--- config.mk ---
export PLATFORM = sky130hd
export DESIGN_NAME = apb_uart_bridge
export DESIGN_NICKNAME = d
export VERILOG_FILES = /design/src/rtl/apb_uart_pkg.sv /design/src/rtl/apb_uart_addr_decode.sv /design/src/rtl/apb_uart_bridge.sv
export SDC_FILE = /design/constraint.sdc
export NUM_CORES = 1
export LEC_CHECK = 0
export CORE_MARGIN = 4
export CORE_UTILIZATION = 40
export CTS_BUF_LIST = sky130_fd_sc_hd__clkbuf_16
export CTS_CLUSTER_SIZE = 40
export DETAILED_ROUTE_END_ITERATION = 10
export PLACE_DENSITY_LB_ADDON = 0.05
export SLEW_MARGIN = 20
export SYNTH_ARGS = -nofsm -noshare
export SYNTH_HDL_FRONTEND = slang
export SYNTH_SLANG_ARGS = --single-unit
--- constraint.sdc ---
create_clock -name PCLK -period 3.61 [get_ports PCLK]
set_input_delay 0.361 -clock PCLK [delete_from_list [all_inputs] [get_ports PCLK]]
set_output_delay 0.361 -clock PCLK [all_outputs]
set_load 0.01 [all_outputs]
--- src/rtl/apb_uart_pkg.sv ---
// Shared definitions for the APB-to-UART bridge: register map, FSM states
// and the request kinds produced by the address decoder.
package apb_uart_pkg;

    localparam logic [31:0] ADDR_TRANS_DATA = 32'h0000_0000;
    localparam logic [31:0] ADDR_RECV_DATA  = 32'h0000_0004;
    localparam logic [31:0] ADDR_BAUD_CFG   = 32'h0000_0008;
    localparam logic [31:0] ADDR_FRAME_CFG  = 32'h0000_000C;
    localparam logic [31:0] ADDR_PARITY_CFG = 32'h0000_0010;
    localparam logic [31:0] ADDR_STOP_CFG   = 32'h0000_0014;

    typedef enum logic [1:0] {
        ST_IDLE,
        ST_ACCESS,
        ST_RESP
    } state_e;

    typedef enum logic [2:0] {
        REQ_NONE,
        REQ_TX,
        REQ_RX,
        REQ_CFG_WR,
        REQ_CFG_RD
    } req_e;

endpackage

--- src/rtl/apb_uart_addr_decode.sv ---
// Maps an APB address plus direction onto the UART request it triggers;
// REQ_NONE means the access is unmapped and must be answered with an error.
module apb_uart_addr_decode
    import apb_uart_pkg::*;
#(
    parameter int ADDR_WIDTH = 32
) (
    input  logic [ADDR_WIDTH-1:0] addr,
    input  logic                  write,
    output req_e                  req
);

    always_comb begin
        req = REQ_NONE;
        case (addr)
            ADDR_WIDTH'(ADDR_TRANS_DATA): req = write ? REQ_TX : REQ_NONE;
            ADDR_WIDTH'(ADDR_RECV_DATA):  req = write ? REQ_NONE : REQ_RX;
            ADDR_WIDTH'(ADDR_BAUD_CFG),
            ADDR_WIDTH'(ADDR_FRAME_CFG),
            ADDR_WIDTH'(ADDR_PARITY_CFG),
            ADDR_WIDTH'(ADDR_STOP_CFG):   req = write ? REQ_CFG_WR : REQ_CFG_RD;
            default:                      req = REQ_NONE;
        endcase
    end

endmodule

--- src/rtl/apb_uart_bridge.sv ---
// APB slave that turns each transfer into a single UART request pulse and
// waits (with timeout) for the UART side to answer before completing.
module apb_uart_bridge
    import apb_uart_pkg::*;
#(
    parameter int DATA_WIDTH     = 32,
    parameter int ADDR_WIDTH     = 32,
    parameter int TIMEOUT_CYCLES = 16
) (
    input  logic                  PCLK,
    input  logic                  PRESETn,
    input  logic                  PSELx,
    input  logic                  PENABLE,
    input  logic                  PWRITE,
    input  logic [ADDR_WIDTH-1:0] PADDR,
    input  logic [DATA_WIDTH-1:0] PWDATA,
    output logic [DATA_WIDTH-1:0] PRDATA,
    output logic                  PREADY,
    output logic                  PSLVERR,
    output logic                  tx_req,
    output logic                  rx_req,
    output logic                  cfg_wr_req,
    output logic                  cfg_rd_req,
    output logic [ADDR_WIDTH-1:0] cfg_addr,
    output logic [DATA_WIDTH-1:0] wr_data,
    input  logic                  uart_ready,
    input  logic                  uart_error,
    input  logic [DATA_WIDTH-1:0] uart_rdata,
    output logic                  timeout_pulse
);

    state_e                  state_q, state_d;
    req_e                    dec_req;
    logic [7:0]              cnt_q;
    logic                    write_q;
    logic                    err_q;
    logic [DATA_WIDTH-1:0]   rdata_q;
    logic                    setup_hit;
    logic                    ready_hit;
    logic                    tout_hit;

    apb_uart_addr_decode #(
        .ADDR_WIDTH (ADDR_WIDTH)
    ) u_decode (
        .addr  (PADDR),
        .write (PWRITE),
        .req   (dec_req)
    );

    always_ff @(posedge PCLK or negedge PRESETn) begin
        if (!PRESETn) state_q <= ST_IDLE;
        else          state_q <= state_d;
    end

    // Abort has priority over completion: a deselected master gets nothing back.
    always_comb begin
        state_d   = state_q;
        setup_hit = 1'b0;
        ready_hit = 1'b0;
        tout_hit  = 1'b0;
        case (state_q)
            ST_IDLE: begin
                if (PSELx && !PENABLE) begin
                    setup_hit = 1'b1;
                    state_d   = (dec_req == REQ_NONE) ? ST_RESP : ST_ACCESS;
                end
            end
            ST_ACCESS: begin
                if (!PSELx) begin
                    state_d = ST_IDLE;
                end else if (uart_ready) begin
                    ready_hit = 1'b1;
                    state_d   = ST_RESP;
                end else if (cnt_q == 8'(TIMEOUT_CYCLES - 1)) begin
                    tout_hit = 1'b1;
                    state_d  = ST_RESP;
                end
            end
            ST_RESP: state_d = ST_IDLE;
            default: state_d = ST_IDLE;
        endcase
    end

    always_ff @(posedge PCLK or negedge PRESETn) begin
        if (!PRESETn) begin
            cnt_q         <= '0;
            write_q       <= 1'b0;
            err_q         <= 1'b0;
            rdata_q       <= '0;
            cfg_addr      <= '0;
            wr_data       <= '0;
            tx_req        <= 1'b0;
            rx_req        <= 1'b0;
            cfg_wr_req    <= 1'b0;
            cfg_rd_req    <= 1'b0;
            timeout_pulse <= 1'b0;
        end else begin
            tx_req        <= 1'b0;
            rx_req        <= 1'b0;
            cfg_wr_req    <= 1'b0;
            cfg_rd_req    <= 1'b0;
            timeout_pulse <= tout_hit;
            // cnt_q holds the number of ACCESS cycles already completed
            cnt_q <= (state_q == ST_ACCESS && state_d == ST_ACCESS) ? cnt_q + 8'd1 : 8'd0;
            if (setup_hit) begin
                cfg_addr   <= PADDR;
                wr_data    <= PWDATA;
                write_q    <= PWRITE;
                err_q      <= (dec_req == REQ_NONE);
                rdata_q    <= '0;
                tx_req     <= (dec_req == REQ_TX);
                rx_req     <= (dec_req == REQ_RX);
                cfg_wr_req <= (dec_req == REQ_CFG_WR);
                cfg_rd_req <= (dec_req == REQ_CFG_RD);
            end
            if (ready_hit) begin
                err_q   <= uart_error;
                rdata_q <= write_q ? '0 : uart_rdata;
            end
            if (tout_hit) begin
                err_q   <= 1'b1;
                rdata_q <= '0;
            end
        end
    end

    assign PREADY  = (state_q == ST_RESP);
    assign PSLVERR = PREADY & err_q;
    assign PRDATA  = (PREADY && !err_q && !write_q) ? rdata_q : '0;

endmodule

# Word level (Yosys, flattened, before mapping)
# Cells that the tools add are included.
[classes]
add_sub_neg = 1
n_eq_ne = 13
muxes = 32
n_bitwise = 1
reduce_logical = 12
[op_table]
columns = ["op", "count"]
rows = [
  ["$mux W32", 5],
  ["$eq A32 B4 Y1 const B", 2],
  ["$eq A32 B5 Y1 const B", 2],
  ["$eq A32 B3 Y1 const B", 1],
  ["$logic_not A32 Y1", 1],
  ["$mux W1", 17],
  ["$mux W2", 6],
  ["$pmux W3 S3", 1],
  ["$add A8 B1 Y8 const B", 1],
  ["$eq A8 B4 Y1 const B", 1],
  ["$mux W8", 1],
  ["$eq A3 B2 Y1 const B", 2],
  ["$eq A2 B1 Y1 const B", 2],
  ["$logic_and A1 B1 Y1", 4],
  ["$pmux W2 S2", 1],
  ["$reduce_or A4 Y1", 1],
  ["$eq A3 B1 Y1 const B", 1],
  ["$eq A3 B3 Y1 const B", 1],
  ["$logic_not A1 Y1", 3],
  ["$logic_not A3 Y1", 1],
  ["$mux W3", 1],
  ["$reduce_bool A3 Y1", 1],
  ["$eq A2 B2 Y1 const B", 1],
  ["$logic_not A2 Y1", 1],
  ["$and A1 B1 Y1", 1],
]
[word_totals]
register_bits = 113
in_bits = 103
output_inout_bits = 103
word_cells = 71

# Logic depth before layout (Yosys ltp)
[logic_depth]
depth_word = 10
ltp_mapped = 6
depth_no_buf = 5

# Cells and area by module
# From an unflattened synthesis, not the netlist that was laid out.
[hier_totals]
cells_unflattened = 545
hier_area_um2 = 5166.2
[by_module_without_submodules]
columns = ["module", "n_inst", "cells_each", "area_each_um2"]
rows = [
  ["apb_uart_bridge", 1, 527, 5022.3],
  ["apb_uart_addr_decode", 1, 18, 143.9],
]

# Least setup slack after synthesis
# OpenSTA, ideal clock, no wires.
[synth_timing]
path_kind = "register -> output"
from = "register state_q[0]"
to = "output PRDATA[10]"
arrival_ns = 1.427
path_slack_ns = 1.822
path_stages_with_launch = 5
cell_sequence = "dfrtp_1 nor2b_1 nor3b_1 clkbuf_1 and2_1"
[synth_between]
elab_chain_len = 4
[synth_rtl]
columns = ["item", "line", "text"]
rows = [
  ["start, declared", "apb_uart_bridge.sv:32", "state_e state_q, state_d;"],
  ["start signal, assigned", "apb_uart_bridge.sv:52", "else state_q <= state_d;"],
  ["$eq A2 B2 Y1", "apb_uart_bridge.sv:127", "assign PREADY = (state_q == ST_RESP);"],
  ["via PREADY", "apb_uart_bridge.sv:18", "output logic PREADY,"],
  ["$logic_and A1 B1 Y1 (2 in a row)", "apb_uart_bridge.sv:129", "assign PRDATA = (PREADY && !err_q && !write_q) ? rdata_q : '0;"],
  ["$mux W32", "apb_uart_bridge.sv:129", ""],
  ["end, declared", "apb_uart_bridge.sv:17", "output logic [DATA_WIDTH-1:0] PRDATA,"],
]
# The timed path passes the listed nets, and every way through them passes these cells.

# Worst setup path after layout
[layout_timing]
from = "register state_q[1]"
to = "output PRDATA[9]"
[layout_between]
elab_chain_len = 4
[layout_rtl]
columns = ["item", "line"]
rows = [
  ["$eq A2 B2 Y1", "apb_uart_bridge.sv:127"],
  ["$logic_and A1 B1 Y1 (2 in a row)", "apb_uart_bridge.sv:129"],
  ["$mux W32", "apb_uart_bridge.sv:129"],
]
# No other way between the ends.

==> results.sh <==
export IMPL_status="completed"
export IMPL_final_nets=777
export IMPL_synthArstFlopShare=1.00
export IMPL_stdcell_count=826
export IMPL_syn_inst=465
export IMPL_yosysTopAreaCellShare=0.615
export IMPL_powerDensity_nw_per_um2=500
export IMPL_dpl_hpwl_um=9240
export IMPL_diodes=0
export IMPL_relSlewSlack=0.491
export IMPL_final_cell_mix="clkdlybuf4s50_1 (204), nand2_1 (202), dfrtp_1 (113)"
export IMPL_wl_um=12700
export IMPL_die_area_um2=13300
export IMPL_pre_cts_slack_ns=1.04
export IMPL_hold_violations=0
export IMPL_initial_core_util=0.417
export IMPL_total_power_mw=3.68
export IMPL_fin_crit_ns=2.60
export IMPL_antenna_found_initial=0
export IMPL_ioPinCount=206
export IMPL_fin_ws_ns=1.01
export IMPL_viasPerCell=4.80
export IMPL_drive_gt1_frac=0.0700
export IMPL_ant_nets=0
export IMPL_ys_types=34
export IMPL_die_w_um=115
export IMPL_drv_cap=0
export IMPL_dpl_cell_area_um2=6770
export IMPL_rr_startpoint="state_q[0]$_DFF_PN0_"
export IMPL_grtUsageMet2=0.301
export IMPL_drv_slew=0
export IMPL_via_count=3968
export IMPL_gp_congestion=0.826
export IMPL_ys_seq_elements=113
export IMPL_grt_pass1_vias=4043
export IMPL_ctsHtreeMaxLevel=4
export IMPL_clk_pin_slew_ns=0.05
export IMPL_clockBufferDepth=2
export IMPL_area_growth_pct=60.2
export IMPL_ys_warn_count=0
export IMPL_period_share=0.721
export IMPL_overflow=0
export IMPL_final_common_cell="clkdlybuf4s50_1"
export IMPL_grt_use_met1=0.247
export IMPL_fmaxAchievable_ghz=0.384
export IMPL_root_buffer="clkbuf_16"
export IMPL_grt_pass1_wl_um=20100
export IMPL_synth_top_area_cell="dfrtp_1"
export IMPL_drcViolationCount=0
export IMPL_clock_latency_ns=0.40
export IMPL_cp_end_kind="primary output"
export IMPL_setup_viol=0
export IMPL_worstPathMaxFanout=32
export IMPL_grt_use_met3=0.0774
export IMPL_syn_avg_cell_area_um2=9.89
export IMPL_grt_max_degree=57
export IMPL_synth_edf_count=0
export IMPL_fin_area_um2=7370
export IMPL_io_buffers=205
export IMPL_synth_ff_type="dfrtp_1"
export IMPL_hold_buffers=0
export IMPL_die_h_um=115
export IMPL_crit_type="reg2out"
export IMPL_cts_tree="built"
export IMPL_cts_setup_buffers=0
export IMPL_synth_nets=569
export IMPL_grt_busiest_layer="met2"
export IMPL_grtUsageTotal=0.193
export IMPL_required_ns=3.25
export IMPL_cts_buffers=17
export IMPL_rsz0062_at_grt="false"
export IMPL_syn_area_um2=4600
export IMPL_startpoint="state_q[1]$_DFF_PN0_"
export IMPL_leakagePower_nw=3.46
export IMPL_worstMarginPinSlew_ns=0.764
export IMPL_rows=38
export IMPL_core_um2=11000
export IMPL_synth_top_cells_by_area="dfrtp_1 (61%), nand2_1 (16%), a22o_1 (6.1%)"
export IMPL_ys_seq_area_frac=0.615
export IMPL_clkSinkCount=113
export IMPL_utilization=0.668
export IMPL_hp_class="in2async"
export IMPL_first_iter_violations=209
export IMPL_hold_slack_ns=0.00620
export IMPL_worst_endpoint_arrival_ns=2.24
export IMPL_first_pass_iters=4
export IMPL_start_kind="flop"
export IMPL_ctsResizeCount=0
export IMPL_ir_drop_uv=338
export IMPL_setup_tns_ns=0
export IMPL_fin_worst_skew_ns=0.00812
export IMPL_wl_per_cell_um=15.4
export IMPL_placed_cells=794
-- layout make-up --
cell class / instances / area (um^2)
flip-flops and latches: 113 / 2830
fillers: 903 / 3660
well taps: 140 / 175
inverters: 2 / 7.51
repair buffers: 213 / 2110
multi-input cells: 326 / 1650
clock buffers: 17 / 425
clock inverters: 15 / 169
-- critical path, cell delays in order (launching register included) --
cell	delay, ns
dfrtp_1	0.41
nor2b_1	0.24
nor3b_2	0.19
buf_4	0.27
and2_1	0.19
clkdlybuf4s50_1	0.54
-- sequential cells by signal (all words and copies together), names as in the netlist, 2 cells and up --
name	count
wr_data	32
cnt_q	8
rdata_q	32
state_q	2
cfg_addr	32
-- path summary, 6_finish.rpt --
kind,to,slack [ns],depth (start not counted)
max,PRDATA[9],1.01,5
min,rdata_q[19]$_DFFE_PN0P_,0.006,1
max reg2reg,wr_data[15]$_DFFE_PN0P_,1.38,4
min reg2reg,cfg_addr[18]$_DFFE_PN0P_,0.47,2
max in group asynchronous,wr_data[24]$_DFFE_PN0P_,2.73,2
min in group PCLK,cfg_addr[18]$_DFFE_PN0P_,0.47,2
-- logic make-up after synthesis --
group	Yosys count	synth area share
AO/OA/AOI/OAI	38	0.0702
XOR/XNOR	8	0.0152
adder cells (fa/ha/maj)	1	0.00272
buffers and inverters	26	0.0288
flip-flops	113	0.615
AND/OR/NAND/NOR	279	0.268
-- cell usage after synthesis (2+ instances only) --
| master | count |
|---|---|
| xnor2_1 | 4 |
| o21ai_0 | 2 |
| buf_2 | 10 |
| buf_1 | 3 |
| a22o_1 | 32 |
| nand2_1 | 202 |
| buf_6 | 3 |
| and3_1 | 2 |
| dfrtp_1 | 113 |
| nand3_1 | 2 |
| nand4_1 | 2 |
| and2_1 | 33 |
| clkbuf_1 | 8 |
| and3b_1 | 2 |
| nor4_1 | 8 |
| nor2_1 | 13 |
| xor2_1 | 4 |
| inv_1 | 2 |
| nor3_1 | 5 |
-- layer usage --
metal | part of all wire | vias up
met5 | 0 | -
li1 | - | 1933
met2 | 0.47 | 153
met1 | 0.42 | 1869
met3 | 0.094 | 13
met4 | 0.012 | 0
-- where the power goes --
part,internal (mW),switching [mW]
logic,0.334,0.254
clock network,1.08,0.576
registers,1.38,0.0631
No activity file was read; power rests on OpenSTA's default activity.
